## config.mk

```make
export PLATFORM = sky130hd
export DESIGN_NAME = barrelshift_arbiter
export DESIGN_NICKNAME = d
export VERILOG_FILES = /design/src/rtl/barrelshift_arbiter.sv
export SDC_FILE = /design/constraint.sdc
export NUM_CORES = 1
export LEC_CHECK = 0
export CAP_MARGIN = 20
export CORE_MARGIN = 2
export CORE_UTILIZATION = 42
export DETAILED_ROUTE_END_ITERATION = 7
export MAX_ROUTING_LAYER = met4
export PLACE_DENSITY = 0.76
export SKIP_LAST_GASP = 1
export SYNTH_ARGS = -nofsm -noshare
export SYNTH_HDL_FRONTEND = slang
export SYNTH_SLANG_ARGS = --single-unit
export TNS_END_PERCENT = 5
```

## constraint.sdc

```tcl
create_clock -name clk -period 1.4 [get_ports clk]
set_input_delay 0.21 -clock clk [delete_from_list [all_inputs] [get_ports clk]]
set_output_delay 0.21 -clock clk [all_outputs]
set_load 0.02 [all_outputs]
```

## src/rtl/barrelshift_arbiter.sv

```systemverilog
// Two-requester round-robin front end sharing one rotate-right barrel shifter.
// Optional macro BARSHIFT_ARB_STATS_EN adds saturating 16-bit grant counters.

module barrelshifter #(
  parameter int N = 3
) (
  input  logic [2**N-1:0] a,
  input  logic [N-1:0]    amt,
  output logic [2**N-1:0] y
);
  localparam int W = 2**N;

  // Shifting a doubled copy right makes the low bits wrap into the top.
  logic [2*W-1:0] w_dbl;

  assign w_dbl = {a, a} >> amt;
  assign y     = w_dbl[W-1:0];
endmodule

// state | meaning
// IDLE  | arbitrate, accept one request into the operand registers
// SHIFT | shifter output registered into the result
// HOLD  | result presented until the consumer takes it
module barrelshift_arbiter #(
  parameter int N = 3
) (
  input  logic           clk,
  input  logic           rst_n,
  input  logic           req0_valid,
  output logic           req0_ready,
  input  logic [2**N-1:0] req0_data,
  input  logic [N-1:0]   req0_amt,
  input  logic           req1_valid,
  output logic           req1_ready,
  input  logic [2**N-1:0] req1_data,
  input  logic [N-1:0]   req1_amt,
  output logic           out_valid,
  input  logic           out_ready,
  output logic [2**N-1:0] out_data,
  output logic           out_src
`ifdef BARSHIFT_ARB_STATS_EN
  ,
  output logic [15:0]    grant_cnt0,
  output logic [15:0]    grant_cnt1
`endif
);
  localparam int W = 2**N;

  localparam logic [1:0] IDLE  = 2'd0;
  localparam logic [1:0] SHIFT = 2'd1;
  localparam logic [1:0] HOLD  = 2'd2;

  logic [1:0]   r_state;
  logic [W-1:0] r_op_data;
  logic [N-1:0] r_op_amt;
  logic         r_src;
  logic         r_last_grant;
  logic         r_out_valid;
  logic [W-1:0] r_out_data;
  logic         r_out_src;

  logic         w_gnt_valid;
  logic         w_gnt_idx;
  logic         w_accept;
  logic [W-1:0] w_shift_y;

  // Under contention the requester that did not win last time gets the grant.
  always_comb begin
    w_gnt_valid = req0_valid | req1_valid;
    w_gnt_idx   = 1'b0;
    if (req0_valid && req1_valid) begin
      w_gnt_idx = ~r_last_grant;
    end else begin
      w_gnt_idx = req1_valid;
    end
  end

  assign w_accept   = (r_state == IDLE) & w_gnt_valid;
  assign req0_ready = w_accept & ~w_gnt_idx & req0_valid;
  assign req1_ready = w_accept &  w_gnt_idx & req1_valid;

  barrelshifter #(.N(N)) u_shifter (
    .a   (r_op_data),
    .amt (r_op_amt),
    .y   (w_shift_y)
  );

  always_ff @(posedge clk or negedge rst_n) begin
    if (!rst_n) begin
      r_state      <= IDLE;
      r_op_data    <= '0;
      r_op_amt     <= '0;
      r_src        <= 1'b0;
      r_last_grant <= 1'b1;
      r_out_valid  <= 1'b0;
      r_out_data   <= '0;
      r_out_src    <= 1'b0;
    end else begin
      case (r_state)
        IDLE: begin
          if (w_accept) begin
            r_op_data    <= w_gnt_idx ? req1_data : req0_data;
            r_op_amt     <= w_gnt_idx ? req1_amt  : req0_amt;
            r_src        <= w_gnt_idx;
            r_last_grant <= w_gnt_idx;
            r_state      <= SHIFT;
          end
        end
        SHIFT: begin
          r_out_data  <= w_shift_y;
          r_out_src   <= r_src;
          r_out_valid <= 1'b1;
          r_state     <= HOLD;
        end
        HOLD: begin
          if (out_ready) begin
            r_out_valid <= 1'b0;
            r_state     <= IDLE;
          end
        end
        default: begin
          r_out_valid <= 1'b0;
          r_state     <= IDLE;
        end
      endcase
    end
  end

  assign out_valid = r_out_valid;
  assign out_data  = r_out_data;
  assign out_src   = r_out_src;

`ifdef BARSHIFT_ARB_STATS_EN
  logic [15:0] r_grant_cnt0;
  logic [15:0] r_grant_cnt1;

  always_ff @(posedge clk or negedge rst_n) begin
    if (!rst_n) begin
      r_grant_cnt0 <= '0;
      r_grant_cnt1 <= '0;
    end else begin
      if (req0_ready && (r_grant_cnt0 != 16'hFFFF)) r_grant_cnt0 <= r_grant_cnt0 + 16'd1;
      if (req1_ready && (r_grant_cnt1 != 16'hFFFF)) r_grant_cnt1 <= r_grant_cnt1 + 16'd1;
    end
  end

  assign grant_cnt0 = r_grant_cnt0;
  assign grant_cnt1 = r_grant_cnt1;
`endif
endmodule

```

==> summary.txt, run 1 <==
Setup path
  • Critical path origin: out_data[6]
  • CP bufs+invs: 1
  • Arrival @ worst endpoint: 1300 ps
  • CP delay by family, top: buffers and inverters
  • Critical path cell sequence: clkdlybuf4s50_1
  • Slowest cell on the critical path: clkdlybuf4s50_1
  • CP endpoint kind: output port
  • Cell count of the worst reg-to-reg path: 3
  • Slowest stage delay, CP: 610 ps
  • WP depth: 1
  • Crit path kind: reg2out
  • Crit path to: out_data[6]
  • Maximum net fanout on the critical path: 2
  • CP Data Required Time: 1190 ps
  • Startpoint types: flop
  • R2r startpoint: r_op_amt[1]
  • R2R Setup Slk: around 10 ps
  • R2r endpoint: out_data[7]

Power
  • Pleak: 0.748 nW
  • Cell Pwr Density: roughly 2300 mW/mm²
  • Max IR drop VDD: 1030 µV

Routing
  • Iteration-0 DRC Markers: 28
  • DR WL met2: 1350 µm
  • Vias: 1109
  • Post-route ant nets: 0
  • Uppermost layer routed: met4
  • Routed WL: 2860 µm
  • DRT Pass-1 Iters: 4
  • Vias/cell: slightly below 6
  • Per-cell routed wire length: about 15 µm
  • Met3 routed WL: 167 µm
  • DRC Markers: 0
  • WL met1: between 1000 and 1500 µm

Status
  • Violations in the final reports: negative setup slack
  • Status: complete, but fails checks

Global routing
  • Largest net degree at the start of global routing: 18
  • Wire length of the first global-routing pass: 4860 µm
  • Total grt overflow: 0
  • Total GRT Usage: 0.187
  • Antenna violations before repair: 0
  • Vias in the first global route: 1083

Floorplanning
  • # rows: 20
  • Die ar.: ~0.0035 mm²
  • Die W: roughly 60 µm
  • Starting Density: 0.431
  • Ports: 39
  • Core region area: 0.00300 mm²
  • Die height: slightly below 60 µm

Clocking
  • Cts hold-fix bufs: 0
  • Clock tree from TritonCTS: done
  • Clock tree sinks: 25
  • Clock transition at the registers of the reported paths: around 140 ps
  • Cts bufs inserted: 3
  • CTS Buffer Depth: 2
  • Clk_lat worst skew: 310 ps
  • Root buf cell: clkbuf_4
  • Htree depth: 1

Cells and area
  • Antenna cells: 0
  • Area of the multi-input gates: 596 µm²
  • Commonest non-fill, non-tap cell in the layout: clkdlybuf4s50_1
  • Area growth syn-to-layout: 33.1%
  • Final net count: 185
  • # fillers: 274
  • Register Area: 627 µm²
  • Share of cells above drive strength 1: 0.172
  • Commonest cells after routing, fill and taps aside: 34 x clkdlybuf4s50_1, 24 x dfrtp_1, 16 x o22ai_1

Timing
  • Layout Skew: 1.41 ps
  • Achievable clock frequency: 662 MHz
  • Final Max Tran Viols: 0
  • Final hold vios: 0
  • Max-slew headroom: 0.783
  • Hold WS: 127 ps
  • Final setup fails: 10
  • Setup TNS: -954 ps
  • Part of the cycle the worst path needs: 1.08
  • Slew at the pin closest to its max-slew limit: 326 ps
  • PnR worst setup slack: -111 ps
  • Final min period: 1510 ps
  • RSZ-0062 raised after global routing: yes

Place
  • DPL Wire Length: approximately 2300 µm
  • PortBufs: 38
  • Gpl congestion: 0.783

Yosys
  • Netlist cell types: 22
  • Yosys reg bits: 25
  • Synth warn: 0
  • Post-synthesis cell area: 0.00129 mm²
  • Synth Net Count: 146
  • Cells after Synth: 119
  • Syn_area_per_cell: roughly 11 µm²
  • Seq/Total Area, Yosys: 0.485

Min path
  • Min-delay worst type: in2async

Run
  • Max Cap Viol: 0
-- state kept, by name, indices dropped and copies added (netlist names) --
register / flops
r_src: 1
out_data: 8
r_op_data: 8
r_op_amt: 3
out_src: 1
r_last_grant: 1
out_valid: 1
r_state: 2
-- cell type report --
type | count | share of cell area
sequential | 25 | 0.364
multi-input combinational | 82 | 0.346
timing repair buffer | 45 | 0.248
tap | 33 | 0.0240
clock buffer | 3 | 0.0131
clock inverter | 1 | 0.00291
inverter | 1 | 0.00218
-- worst min-delay path by stage --
stage          slack (ps)           to        start  cells after the start
3_3_place_gp          460        r_src        r_src                      1
4_1_cts               130    out_valid        rst_n                      1
5_1_grt               120    out_valid        rst_n                      1
6_report              130    out_valid        rst_n                      1
3_5_place_dp          470  out_data[4]  out_data[4]                      2
2_1_floorplan         -90  out_data[0]        rst_n                      0
-- stage by stage --
step | instances | worst slack (ps) | area, µm² | utilization | power (W)
global route | 190 | -185 | 1720 | 0.573 | 0.00428
CTS | 190 | -126 | 1720 | 0.573 | 0.00396
detailed placement | 186 | -331 | 1700 | 0.566 | 0.00365
floorplan | 119 | 23.6 | 1290 | - | 0.00295
global placement | 186 | -301 | 1700 | 0.566 | 0.00356
finish | 190 | -111 | 1720 | 0.573 | 0.00396
-- metal layers --
layer,GRT usage,vias to the layer above
met3,0.0328,5
met2,0.309,50
met5,-,-
met1,0.232,518
met4,0.0603,0
li1,-,536
-- where the power goes --
group	internal (W)	leakage, nW	total (W)	switching (W)
clock network	0.000107	0.0177	0.000326	0.000219
logic	0.00113	0.424	0.00228	0.00115
registers	0.00109	0.306	0.00135	0.000261
-- cell families (layout without fill, tap and decap cells) --
group / Yosys count / in the layout / share of synthesized area
AO/OA/AOI/OAI: 50 / 50 / 0.294
buffers and inverters: 12 / 50 / 0.0551
flip-flops: 25 / 25 / 0.485
multiplexers: 9 / 9 / 0.0783
AND/OR/NAND/NOR: 23 / 23 / 0.0880
-- synth_stat cells --
master / n / area share
buf_6: 3 / 0.026
o21ai_0: 1 / 0.0039
clkbuf_1: 4 / 0.012
o21a_1: 1 / 0.0058
mux2_2: 9 / 0.078
inv_1: 1 / 0.0029
a21o_1: 2 / 0.012
dfstp_2: 1 / 0.020
nand2_1: 13 / 0.038
o22ai_1: 16 / 0.077
nor2_2: 1 / 0.0048
a21boi_0: 11 / 0.064
and3_4: 1 / 0.0087
o31ai_1: 8 / 0.046
or2_2: 2 / 0.0097
a221o_1: 11 / 0.085
and3_1: 1 / 0.0048
dfrtp_1: 24 / 0.46
buf_2: 3 / 0.012
buf_1: 1 / 0.0029
nor2_1: 1 / 0.0029
nand2b_1: 4 / 0.019
-- repair_timing --
| action | CTS | global route |
|---|---|---|
| endpoints found under the hold margin | 0 | 0 |
| endpoints found under the setup margin | 12 | 24 |
| setup buffers | 0 | 0 |
| gates resized for setup | 10 | 1 |
Note: power is estimated with default switching activity, not from simulation.
==> inputs of run 2 (changes only) <==
CORE_UTILIZATION = 40   (was 42)
PLACE_DENSITY = 0.73   (was 0.76)
==> summary.txt, run 2 (synthesis gave the netlist of run 1 again) <==
Power
  • Clock network fraction of design power: 0.081
  • Register share of total power: 0.338
  • Max IR drop VDD: 960 µV
  • Pleak: between 0.7 and 0.8 nW
  • Int Pwr: approximately 0.0024 W
  • Cell Pwr Density: 2290 mW/mm²
  • P_sw: around 0.0016 W
  • Net Sw Frac: 0.406
  • Combinational power share: 0.581

Floorplanning
  • Die W: between 60 and 70 µm
  • Die height: 60.9 µm
  • Ports: 39
  • # rows: 20
  • Die ar.: 0.00371 mm²
  • Core region area: 0.00305 mm²
  • Starting Density: 0.424

Place
  • DPL Wire Length: 2190 µm
  • PortBufs: 38
  • Gpl congestion: 0.810
  • Place WS: -361 ps
  • Area of placed instances: 0.00171 mm²

Timing
  • Max-slew headroom: 0.789
  • RSZ-0062 raised after global routing: yes
  • Final min period: 1510 ps
  • PnR worst setup slack: -109 ps
  • Part of the cycle the worst path needs: 1.08
  • Achievable clock frequency: 662 MHz
  • Layout Skew: between 2 and 3 ps
  • Final Max Tran Viols: 0
  • Final hold vios: 0
  • Slew at the pin closest to its max-slew limit: 317 ps
  • Final setup fails: 12

Routing
  • DRC Markers: 0
  • Iteration-0 DRC Markers: 25
  • Post-route ant nets: 0
  • DRT Pass-1 Iters: 4
  • Per-cell routed wire length: 14.1 µm
  • Vias: 1081
  • Routed WL: about 2800 µm
  • Vias/cell: 5.38

Global routing
  • Antenna violations before repair: 0
  • Total GRT Usage: 0.171
  • Total grt overflow: 0
  • Vias in the first global route: 1032
  • Wire length of the first global-routing pass: 4560 µm
  • Largest net degree at the start of global routing: 26

Run
  • Max Cap Viol: 0

Status
  • Status: complete, but fails checks
  • Violations in the final reports: negative setup slack

Setup path
  • Arrival @ worst endpoint: around 1300 ps
  • Slowest cell on the critical path: clkdlybuf4s50_1
  • CP delay by family, top: buffers and inverters
  • CP bufs+invs: 1
  • Critical path cell sequence: clkdlybuf4s50_1
  • Slowest stage delay, CP: 610 ps
  • R2r startpoint: r_last_grant
  • Maximum net fanout on the critical path: 2
  • R2r endpoint: r_op_amt[1]
  • R2R Setup Slk: 30 ps
  • CP Data Required Time: 1190 ps
  • Crit path kind: reg2out
  • Startpoint types: flop
  • Cell count of the worst reg-to-reg path: 4
  • CP endpoint kind: output port

Cells and area
  • Area of the multi-input gates: 606 µm²
  • Final net count: 185
  • Register Area: 627 µm²
  • Share of cells above drive strength 1: 0.172
  • Commonest cells after routing, fill and taps aside: 36 x clkdlybuf4s50_1, 24 x dfrtp_1, 16 x o22ai_1
  • Area growth syn-to-layout: 35.0%
  • Commonest non-fill, non-tap cell in the layout: clkdlybuf4s50_1
  • Design area: 0.00175 mm²
  • # fillers: 286
  • Antenna cells: 0

Min path
  • Min-delay worst type: in2async

Clocking
  • Root buf cell: clkbuf_4
  • Htree depth: 1
  • Clock tree from TritonCTS: done
  • Clk_lat worst skew: 310 ps
  • Cts bufs inserted: 3
  • Clock transition at the registers of the reported paths: 130 ps
  • Clock tree sinks: 25
  • CTS Buffer Depth: 2
==> run 2: changes by cell type in the layout (fill, tap and decap cells not counted), sizes merged <==
cell	previous run	this run
dlygate4sd2	1	0
clkinv	1	0
dlymetal6s2s	1	0
clkbuf	3	4
clkdlybuf4s50	34	36
==> run 2: layout make-up <==
class / count / share of cell area
multi-input cells: 82 / 0.347
well taps: 44 / 0.0315
clock buffers: 4 / 0.0150
flip-flops and latches: 25 / 0.359
repair buffers: 45 / 0.246
inverters: 1 / 0.00215
==> run 2: stage by stage <==
stage / hold WS (ps) / std cells / TNS, ps / utilization / power (W)
4_1_cts: 236 / 201 / -1360 / 0.572 / 0.00402
5_1_grt: 256 / 201 / -2110 / 0.572 / 0.00428
3_3_place_gp: 458 / 196 / -2630 / 0.559 / 0.00357
6_report: 235 / 201 / -1140 / 0.572 / 0.00400
3_5_place_dp: 467 / 196 / -2910 / 0.559 / 0.00365
2_1_floorplan: -85.6 / 119 / 0 / - / 0.00295
==> run 2: what timing repair did <==
action,4_1_cts,5_1_grt
setup endpoints to repair,19,26
resized for setup,12,0
setup buffers,1,0
hold buffers,0,0
==> run 2: power by group through the flow <==
stage          Clock (W)  Combinational [W]  Sequential, W
2_1_floorplan          0            0.00150        0.00145
3_3_place_gp           0            0.00223        0.00134
3_5_place_dp           0            0.00228        0.00137
4_1_cts         0.000331            0.00232        0.00136
5_1_grt         0.000353            0.00252        0.00141
6_report        0.000322            0.00233        0.00135
==> run 2: worst max-delay path by stage <==
stage | start | end | slack, ps | cells past startpoint
2_1_floorplan | r_last_grant | r_op_amt[0] | 20 | 5
3_3_place_gp | req0_valid | req1_ready | -370 | 4
3_5_place_dp | req1_valid | req0_ready | -360 | 4
4_1_cts | r_last_grant | req0_ready | -130 | 3
5_1_grt | r_last_grant | req0_ready | -180 | 3
6_report | out_valid | out_valid | -110 | 1
==> run 2: per-layer routing <==
metal | vias to the layer above | GRT usage | wire, µm
met5 | - | - | 0
met4 | 0 | 0.0652 | 19
met3 | 2 | 0.0192 | 112
met2 | 35 | 0.290 | 1400
met1 | 512 | 0.207 | 1310
li1 | 532 | - | -
